[src/rtl/scv_bus_waitgen.sv]
// External-bus decoder and wait-state generator for the uPD7801 core.
// Decodes chip selects, muxes device read data, and stretches CPU states via WAITB.
module scv_bus_waitgen #(
  parameter int NUM_REGIONS = 2,
  parameter int AW          = 16,
  parameter int DW          = 8,
  parameter int WAIT_W      = 3,
  parameter logic [NUM_REGIONS*AW-1:0]     REGION_BASE = {16'h8000, 16'h0000},
  parameter logic [NUM_REGIONS*AW-1:0]     REGION_MASK = {16'h8000, 16'h8000},
  parameter logic [NUM_REGIONS*WAIT_W-1:0] REGION_WAIT = {3'd0, 3'd1}
) (
  input  logic                    CLK,
  input  logic                    RESETB,
  input  logic                    CP1_POSEDGE,
  input  logic [AW-1:0]           A,
  input  logic                    A_OE,
  input  logic                    RDB,
  input  logic                    WRB,
  input  logic [NUM_REGIONS*DW-1:0] DEV_DB,
  output logic [DW-1:0]           DB_O,
  output logic [NUM_REGIONS-1:0]  CS_N,
  output logic                    WAITB,
  input  logic                    WAIT_OVR_WE,
  input  logic [2:0]              WAIT_OVR_IDX,
  input  logic [WAIT_W:0]         WAIT_OVR_VAL,
  output logic                    BUS_ERR,
  output logic                    dbg_state
);

  localparam int SW = (NUM_REGIONS > 1) ? $clog2(NUM_REGIONS) : 1;

  typedef enum logic {ST_IDLE = 1'b0, ST_WAIT = 1'b1} state_t;

  // Handshake: a CPU access is the strobe (~RDB | ~WRB) seen on CP1_POSEDGE;
  // WAITB low holds the CPU in its current state until the count expires.

  logic [NUM_REGIONS-1:0] hit;
  logic                   any_hit;
  logic [SW-1:0]          sel;
  logic [DW-1:0]          rd_data;
  logic [WAIT_W-1:0]      eff_wait;
  logic [WAIT_W:0]        ovr [NUM_REGIONS];

  logic                   strobe;
  logic                   strobe_q;
  logic                   start;

  state_t                 state, state_n;
  logic [WAIT_W-1:0]      cnt, cnt_n;
  logic                   waitb_q, waitb_n;
  logic                   bus_err_q, bus_err_n;

  always_comb begin
    hit      = '0;
    any_hit  = 1'b0;
    sel      = '0;
    CS_N     = '1;
    rd_data  = '1;
    eff_wait = '0;
    for (int i = 0; i < NUM_REGIONS; i++) begin
      hit[i] = A_OE && ((A & REGION_MASK[i*AW +: AW]) == REGION_BASE[i*AW +: AW]);
    end
    // Lowest-index hit wins.
    for (int i = 0; i < NUM_REGIONS; i++) begin
      if (hit[i] && !any_hit) begin
        any_hit = 1'b1;
        sel     = SW'(i);
        CS_N[i] = 1'b0;
      end
    end
    for (int i = 0; i < NUM_REGIONS; i++) begin
      if (sel == SW'(i)) begin
        rd_data  = DEV_DB[i*DW +: DW];
        eff_wait = ovr[i][WAIT_W] ? ovr[i][WAIT_W-1:0] : REGION_WAIT[i*WAIT_W +: WAIT_W];
      end
    end
    DB_O = (!RDB && any_hit) ? rd_data : '1;
  end

  // Override table is written on any CLK; out-of-range indices match no entry.
  always_ff @(posedge CLK or negedge RESETB) begin
    if (!RESETB) begin
      for (int i = 0; i < NUM_REGIONS; i++) ovr[i] <= '0;
    end else if (WAIT_OVR_WE) begin
      for (int i = 0; i < NUM_REGIONS; i++) begin
        if (WAIT_OVR_IDX == 3'(i)) ovr[i] <= WAIT_OVR_VAL;
      end
    end
  end

  assign strobe = ~RDB | ~WRB;
  assign start  = CP1_POSEDGE & strobe & ~strobe_q;

  always_ff @(posedge CLK or negedge RESETB) begin
    if (!RESETB) begin
      strobe_q <= 1'b0;
    end else if (CP1_POSEDGE) begin
      strobe_q <= strobe;
    end
  end

  always_comb begin
    state_n   = state;
    cnt_n     = cnt;
    waitb_n   = waitb_q;
    bus_err_n = start && !any_hit;
    case (state)
      ST_IDLE: begin
        if (start && any_hit && (eff_wait != '0)) begin
          cnt_n   = eff_wait;
          waitb_n = 1'b0;
          state_n = ST_WAIT;
        end
      end
      ST_WAIT: begin
        if (CP1_POSEDGE) begin
          // Release on the edge where the count was 1, or abort if the strobe dropped.
          if (!strobe || (cnt == WAIT_W'(1))) begin
            cnt_n   = '0;
            waitb_n = 1'b1;
            state_n = ST_IDLE;
          end else begin
            cnt_n = cnt - WAIT_W'(1);
          end
        end
      end
      default: begin
        cnt_n   = '0;
        waitb_n = 1'b1;
        state_n = ST_IDLE;
      end
    endcase
  end

  always_ff @(posedge CLK or negedge RESETB) begin
    if (!RESETB) begin
      state     <= ST_IDLE;
      cnt       <= '0;
      waitb_q   <= 1'b1;
      bus_err_q <= 1'b0;
    end else begin
      state     <= state_n;
      cnt       <= cnt_n;
      waitb_q   <= waitb_n;
      bus_err_q <= bus_err_n;
    end
  end

  assign WAITB     = waitb_q;
  assign BUS_ERR   = bus_err_q;
  assign dbg_state = state;

endmodule

[config.mk]
export PLATFORM = sky130hd
export DESIGN_NAME = scv_bus_waitgen
export DESIGN_NICKNAME = d
export VERILOG_FILES = /design/src/rtl/scv_bus_waitgen.sv
export SDC_FILE = /design/constraint.sdc
export NUM_CORES = 1
export LEC_CHECK = 0
export CAP_MARGIN = 10
export CORE_MARGIN = 2
export CORE_UTILIZATION = 37
export CTS_BUF_LIST = sky130_fd_sc_hd__clkbuf_2
export DETAILED_ROUTE_END_ITERATION = 16
export DONT_BUFFER_PORTS = 1
export HOLD_SLACK_MARGIN = 0.05
export PLACE_DENSITY = 0.57
export SLEW_MARGIN = 40
export SYNTH_ARGS = -nofsm -noshare
export SYNTH_HDL_FRONTEND = slang
export SYNTH_SLANG_ARGS = --single-unit
[constraint.sdc]
create_clock -name CLK -period 2.9 [get_ports CLK]
set_input_delay 0.87 -clock CLK [delete_from_list [all_inputs] [get_ports CLK]]
set_output_delay 0.87 -clock CLK [all_outputs]
set_load 0.03 [all_outputs]
Word level (Yosys, flattened, before mapping)
Index checks and enable logic that the tools add are counted.

word-level totals
  register bits after elaboration = 15
  bits in latches = 0
  RAM bits = 0
  bits in read-only memories = 0
  input bits = 46
  output and inout port bits = 13
  logic and storage cells = 61
  memories = 0

cells by class
  add/subtract/negate cells = 1
  $mul = 0
  divide/modulo/power cells = 0
  magnitude comparators = 0
  equality and inequality tests = 5
  shift-type cells = 0
  muxes and demuxes = 22
  bitwise logic cells = 7
  reduce and logical (&&, ||, !) cells = 19

operators by type and width
  operator                                                                 count
  3-bit two-way mux                                                        6
  16-bit zero test                                                         1
  8-bit two-way mux                                                        2
  1-bit two-way mux                                                        11
  1-bit logical AND                                                        7
  3-bit by 1-bit equality test with 1-bit output, second input constant    2
  3-bit case mux with 2 select lines                                       1
  2-bit AND reduction                                                      3
  1-bit zero test                                                          4
  2-bit inequality test, second input constant                             2
  1-bit NOT                                                                4
  1-bit case mux with 2 select lines                                       2
  3-bit zero test                                                          1
  3-bit AND reduction                                                      1
  3-bit nonzero test                                                       1
  3-bit by 1-bit subtractor with 3-bit output, second input constant       1
  1-bit bitwise AND                                                        2
  2-bit by 1-bit inequality test with 1-bit output, second input constant  1
  1-bit logical OR                                                         1
  1-bit OR                                                                 1

Depth between registers and ports, before layout
Gate-level depths: netlist of the first run.

  depth after elaboration = 11
  depth in mapped cells = 6
  depth with buffers taken out = 6

Least setup slack after synthesis of the first run
No wires, ideal clock.

  path kind = input to output
  start = in A_OE
  end = out DB_O[0]
  data arrival time = 1.430 ns
  data required time = 2.030 ns
  path slack = 0.600 ns
  cell stages on the path = 3
  path buffers = 1
  cell sequence = nor2b_1 > clkbuf_1 > nand2_1

on the way
  word-level cells in the longest chain between the ends = 7
  elaborated cells on any way between the ends = 10
  classes of those cells = mux (5); reduce/logical (5)

ends and longest elaborated chain
  item                                                           RTL line  text
  start: declaration                                             16        input logic A_OE,
  1-bit logical AND                                              61        hit[i] = A_OE && ((A & REGION_MASK[i*AW +: AW]) == REGION_BASE[i*AW +: AW]);
  1-bit two-way mux                                              65        if (hit[i] && !any_hit) begin
  1-bit zero test                                                65
  1-bit logical AND                                              65
  1-bit two-way mux                                              65
  8-bit two-way mux / 1-bit logical AND (equally long branches)  72, 77
  8-bit two-way mux *                                            77        DB_O = (!RDB && any_hit) ? rd_data : '1;
  end: declaration                                               20        output logic [DW-1:0] DB_O,

Mark *: on every way between the ends. The rest lies on a longest branch, timed or not.

Worst setup path in the final report of the first run
  start = in A_OE
  end = out DB_O[4]

Same word-level chain as after synthesis.

==> impl_metrics.toml, run 1 <==
[status]
run_status = "finished, final reports clean"

[clock_tree]
clk_pin_slew_ns = 0.16
cts_tree = "yes"
cts_made_buffers = 3
cts_root_buf = "clkbuf_2"
cts_resized = 0
cts_max_level = 1
cts_max_path_buffers = 2
hold_buffers = 0
clock-sinks = 15
cts_setup_buffers = 0
clk_latency_ns = 0.30

[synth]
syn_avg_cell_area_um2 = 10.6
netlist_area_um2 = 943
yosys_warnings = 0
synth-seq-cells = 15
synth.net_count = 137
syn_inst = 89
ys_seq_area_share_pct = 39.9
yosys.cell_types.count = 34

[timing]
min_period_ns = 2.45
setup_viol = 0
fin_skew_ns = 0.00820
tightest_slew_ns = 0.508
rsz0062_at_grt = "false"
hold_violations = 0
fmax_mhz = 409
fin_tns_setup_ns = 0
timing.slew.headroom_pct = 66.1
drv_slew = 0
finalCritPeriodShare_pct = 84.3

[floorplanning]
rows = 18
die_w_um = 54.5
die_area_mm2 = 0.00297
core_mm2 = 0.00245
io_pins = 59
die_h_um = 54.5
start_util_pct = 38.4

[setup_path]
start_kind = "input pin"
cpPeakStageDelay_ns = 0.38
critPathTopFamily = "simple AND/OR/NAND/NOR gates"
required_ns = 2.03
slowest_stage = "nor2b_1"
path_cells = "nor2b_1 -> nand2_1"
path_buf_inv = 0
r2r_start = "dbg_state$_DFF_PN0_"
cp-end-kind = "primary output"
worstReg2RegEnd = "cnt[2]$_DFFE_PN0P_"
reg2reg_depth = 4
cp_max_fo = 8
crit_cells = 2
cp.arrival_ns = 1.58
rrSetupSlack_ns = 1.27
critPathKind = "input pin to primary output"

[global_routing]
antenna_found_initial = 0
grt_max_degree = 16
gr-total-overflow = 0
grt_pass1_wl_mm = 2.87
grt_usage_pct = 13.7
grt_pass1_vias = 628

[cells_and_area]
final_common_cell = "dfrtp_1"
most-common-layout-cells = "dfrtp_1, nand2_1, mux2i_1"
final_core_util_pct = 40.6
finalNetCount = 141
antennaDiodeCount = 0
drive_gt1_share_pct = 23.9
syn_to_final_growth_pct = 5.70
instances_no_fill = 122

[detailed_routing]
drt-total-wl_mm = 1.89
drt_iter0_drc = 22
drc_errors = 0
wl_per_cell_um = 15.5
vias = 675
drt_pass1_iterations = 5
via_per_inst = 5.53
ant_nets = 0

[run]
max_cap_viol_count = 0

[placed_design]
io_buffers = 0
gp_congestion = 0.829
dp.cells = 118
detailed_place_hpwl_mm = 1.51

[pwr]
max-vdd-ir-drop_v = 0.000330
cellLeakagePower_uw = 0.000425
p_per_area_mw_per_mm2 = 648
p_total_uw = 646

[min_path]
hold_class = "input pin to async pin"
state kept, by name, indices dropped and copies added (netlist names):
name and flops:
strobe_q 1, dbg_state 1, BUS_ERR 1, cnt 3, ovr 8, WAITB 1
cell usage after synthesis, drive strengths merged:
library cell	n	area, um^2
nor2	4	15.0
o31ai	1	7.51
nand3b	1	7.51
nor2b	2	12.5
a221o	1	10.0
and2	3	21.3
nand2	12	45.0
o21ai	5	32.5
nor4	2	27.5
nor4bb	1	10.0
mux2	9	105
inv	6	22.5
nand4	3	18.8
o32ai	1	27.5
nand2b	1	6.26
clkbuf	1	3.75
o21a	1	7.51
a21oi	2	10.0
dfrtp	14	350
mux2i	9	90.1
or2b	1	7.51
nor4b	1	15.0
dfstp	1	26.3
a211oi	1	7.51
a22oi	1	7.51
o211ai	1	7.51
buf	1	7.51
ha	2	25.0
a22o	1	8.76
area by class of cell:
cell class,instances,area [um^2]
Tap cell,30,37.5
Clock buffer,3,15.0
Multi-Input combinational cell,66,533
Sequential cell,15,377
Clock inverter,1,5.00
Inverter,6,22.5
Fill cell,239,1460
Timing Repair Buffer,1,7.51
worst max-delay path by stage:
stage / start / to / slack (ns)
after floorplan: A_OE / DB_O[0] / 0.60
after global placement: A_OE / DB_O[0] / 0.49
after detailed placement: A_OE / DB_O[4] / 0.45
after CTS: A_OE / DB_O[4] / 0.45
after global routing: A_OE / DB_O[6] / 0.33
final: A_OE / DB_O[4] / 0.45
per-stage QoR:
step	setup slack (ns)	hold slack, ns	area [um^2]
2_1_floorplan	0.600	0.481	943
3_3_place_gp	0.490	0.498	977
3_5_place_dp	0.453	0.502	977
4_1_cts	0.450	0.217	997
5_1_grt	0.330	0.186	997
6_report	0.454	0.230	997
layer usage:
metal / track usage, % / share of wire [%]
met1: 18.8 / 44
met2: 20.1 / 48
met3: 6.83 / 7.6
met4: 1.25 / 0.11
met5: 0 / 0
power by group:
part	internal [uW]	switching [uW]	leakage (uW)
Combinational	101	109	0.000227
Clock	31.2	74.3	0.0000164
Sequential	270	60.3	0.000181
cells by family after synthesis:
family	synth area share (%)
muxes	20.7
adders and majority gates	2.65
and+or+nand+nor	19.8
AOI/OAI and AO/OA	13.4
DFF	39.9
buffers and inverters	3.58
Power figures use the tool's default switching activity.
==> inputs of run 2 (changes only) <==
- ABC_AREA: unset -> 1
- clock period: 2.9 -> 2.4 ns (I/O delays scaled with it)
==> run 2 against run 1 <==
Against the previous run:
- design area rose by 4.9%
- count of clock-buffer cells in the layout did not move
- sequential cell count did not move
- worst hold slack got worse by 0.13 ns
- via count rose by 19%
- sequential share of layout area fell by 1.8 points
- wire length fell by 5.3%
- non-clock buffer count rose by 8
- critical endpoint unchanged
==> impl_metrics.toml, run 2 <==
[timing]
min_period_ns = 1.98
timing.slew.headroom_pct = 62.7
holdWs_ns = 0.102
rsz0062_at_grt = "false"
tightest_slew_ns = 0.560
fmax_mhz = 505
fin_skew_ns = 0.00422
fin_tns_setup_ns = 0
setup_viol = 0
hold_violations = 0
worst_slack_ns = 0.419
finalCritPeriodShare_pct = 82.5
drv_slew = 0

[setup_path]
cpPeakStageDelay_ns = 0.17
critPathKind = "input pin to primary output"
cp-end-kind = "primary output"
start_kind = "input pin"
cp_max_fo = 8
critPathTopFamily = "buffers and inverters"
cp.arrival_ns = 1.26
slowest_stage = "buf_4"
path_buf_inv = 3
cp_common_cell = "buf_4"
required_ns = 1.68
path_cells = "inv_1 -> nor2_1 -> buf_4 -> nand3_1 -> buf_4"

[synth]
synth_area_leader_cell = "dfrtp_1"
yosys_warnings = 0
synth.net_count = 174
synth_most_common_cell = "nand2_1"
syn_inst = 126
syn_avg_cell_area_um2 = 7.56
synth_edf_count = 0
synthTopCellsByCount = "nand2_1, dfrtp_1, inv_1, nand3_1, o21ai_0"
netlist_area_um2 = 952
ys.flop_type = "dfrtp_1"
synth-seq-cells = 15
async_reset_ff_share_pct = 100
ys_seq_area_share_pct = 39.6
yosys.cell_types.count = 20
netlist.area_leader.share_pct = 36.8
synthTopCellsByArea = "dfrtp_1, nand2_1, nand3_1"

[floorplanning]
die_area_mm2 = 0.00300
die_h_um = 54.7
core_mm2 = 0.00245
die_w_um = 54.7
io_pins = 59
rows = 18
start_util_pct = 38.8

[placed_design]
gp_congestion = 0.757
dp_slack_ns = 0.409
io_buffers = 0
detailed_place_hpwl_mm = 1.45
post_dp_cell_area_mm2 = 0.00103

[detailed_routing]
wl_per_cell_um = 10.7
drt_pass1_iterations = 4
drc_errors = 0
drt-total-wl_mm = 1.79
via_per_inst = 4.82
ant_nets = 0
vias = 805
drt_iter0_drc = 13

[status]
run_status = "finished, final reports clean"

[cells_and_area]
reg_top3 = "ovr x8, cnt x3"
syn_to_final_growth_pct = 9.86
stdcell_area_mm2 = 0.00105
drive_gt1_share_pct = 17.5
antennaDiodeCount = 0
largest_reg_flops = 8
top_register = "ovr"
final_common_cell = "nand2_1"
most-common-layout-cells = "nand2_1, dfrtp_1, inv_1, nand3_1, o21ai_0"
n_fill_cell = 267
finalNetCount = 186

[pwr]
power.share.clock_pct = 15.6
max-vdd-ir-drop_v = 0.000395
cellLeakagePower_uw = 0.000538
p_per_area_mw_per_mm2 = 734
pwr-share-comb_pct = 31.2
internal_power_uw = 455
switching_share_pct = 40.7
p_total_uw = 768
p_switching_uw = 313
p_seq_share_pct = 53.2

[global_routing]
grt_usage_pct = 14.1
grt_max_degree = 16
grt_pass1_wl_mm = 3.01
antenna_found_initial = 0
grt_pass1_vias = 726
gr-total-overflow = 0

[clock_tree]
cts_resized = 0
hold_buffers = 0
clock-sinks = 15
cts_setup_buffers = 0
cts_made_buffers = 3
cts_root_buf = "clkbuf_2"
cts_tree = "yes"
clk_latency_ns = 0.28
cts_max_level = 1
clk_pin_slew_ns = 0.15
cts_max_path_buffers = 2

[run]
max_cap_viol_count = 0

[min_path]
hold_class = "input pin to async pin"
[run 2: layout make-up]
| class | count | area, um^2 | area share [%] |
|---|---|---|---|
| clock buffers | 3 | 15.0 | 1.44 |
| well taps | 30 | 37.5 | 3.59 |
| inverters | 14 | 52.6 | 5.02 |
| repair buffers | 9 | 67.6 | 6.46 |
| multi-input cells | 95 | 492 | 47.0 |
| flip-flops and latches | 15 | 377 | 36.0 |
| clock inverters | 1 | 5.00 | 0.478 |
[run 2: final timing paths]
| kind | start | to | slack [ns] | depth (start not counted) |
|---|---|---|---|---|
| hold / removal | RESETB | ovr[1]$_DFFE_PN0P_ | 0.10 | 0 |
| setup / recovery | A_OE | DB_O[4] | 0.42 | 5 |
| min in group CLK | A_OE | BUS_ERR$_DFF_PN0_ | 0.48 | 1 |
| setup reg to reg | cnt[1]$_DFFE_PN0P_ | cnt[1]$_DFFE_PN0P_ | 0.98 | 9 |
| hold reg to reg | ovr[6]$_DFFE_PN0P_ | ovr[6]$_DFFE_PN0P_ | 0.51 | 2 |
| max in group asynchronous | RESETB | WAITB$_DFFE_PN1P_ | 2.13 | 0 |
[run 2: metal layers]
| layer | GRT usage [%] | part of all wire [%] |
|---|---|---|
| met3 | 5.74 | 6.9 |
| met1 | 15.4 | 45 |
| met5 | 0 | 0 |
| met2 | 25.4 | 48 |
| met4 | 2.50 | 0.56 |
[run 2: stage by stage]
step	std cells	utilization [%]
floorplan	126	-
global placement	163	41.8
detailed placement	163	41.8
CTS	167	42.6
global route	167	42.6
finish	167	42.6
[run 2: power by group through the flow]
stage                     clock network, uW  registers, uW  logic, uW
final                                   120            409        240
after global routing                    139            419        280
after CTS                               128            410        242
after detailed placement                  0            416        241
after global placement                    0            413        235
after floorplan                           0            399        209
[run 2: cell families (layout without fill, tap and decap cells)]
family,Yosys count,count (layout),synth area share (%)
buffers and inverters,16,27,8.80
adder cells (fa/ha/maj),2,2,2.63
XOR/XNOR,1,1,0.920
AND/OR/NAND/NOR,77,77,40.1
AO/OA/AOI/OAI,15,15,8.02
flip-flops,15,15,39.6
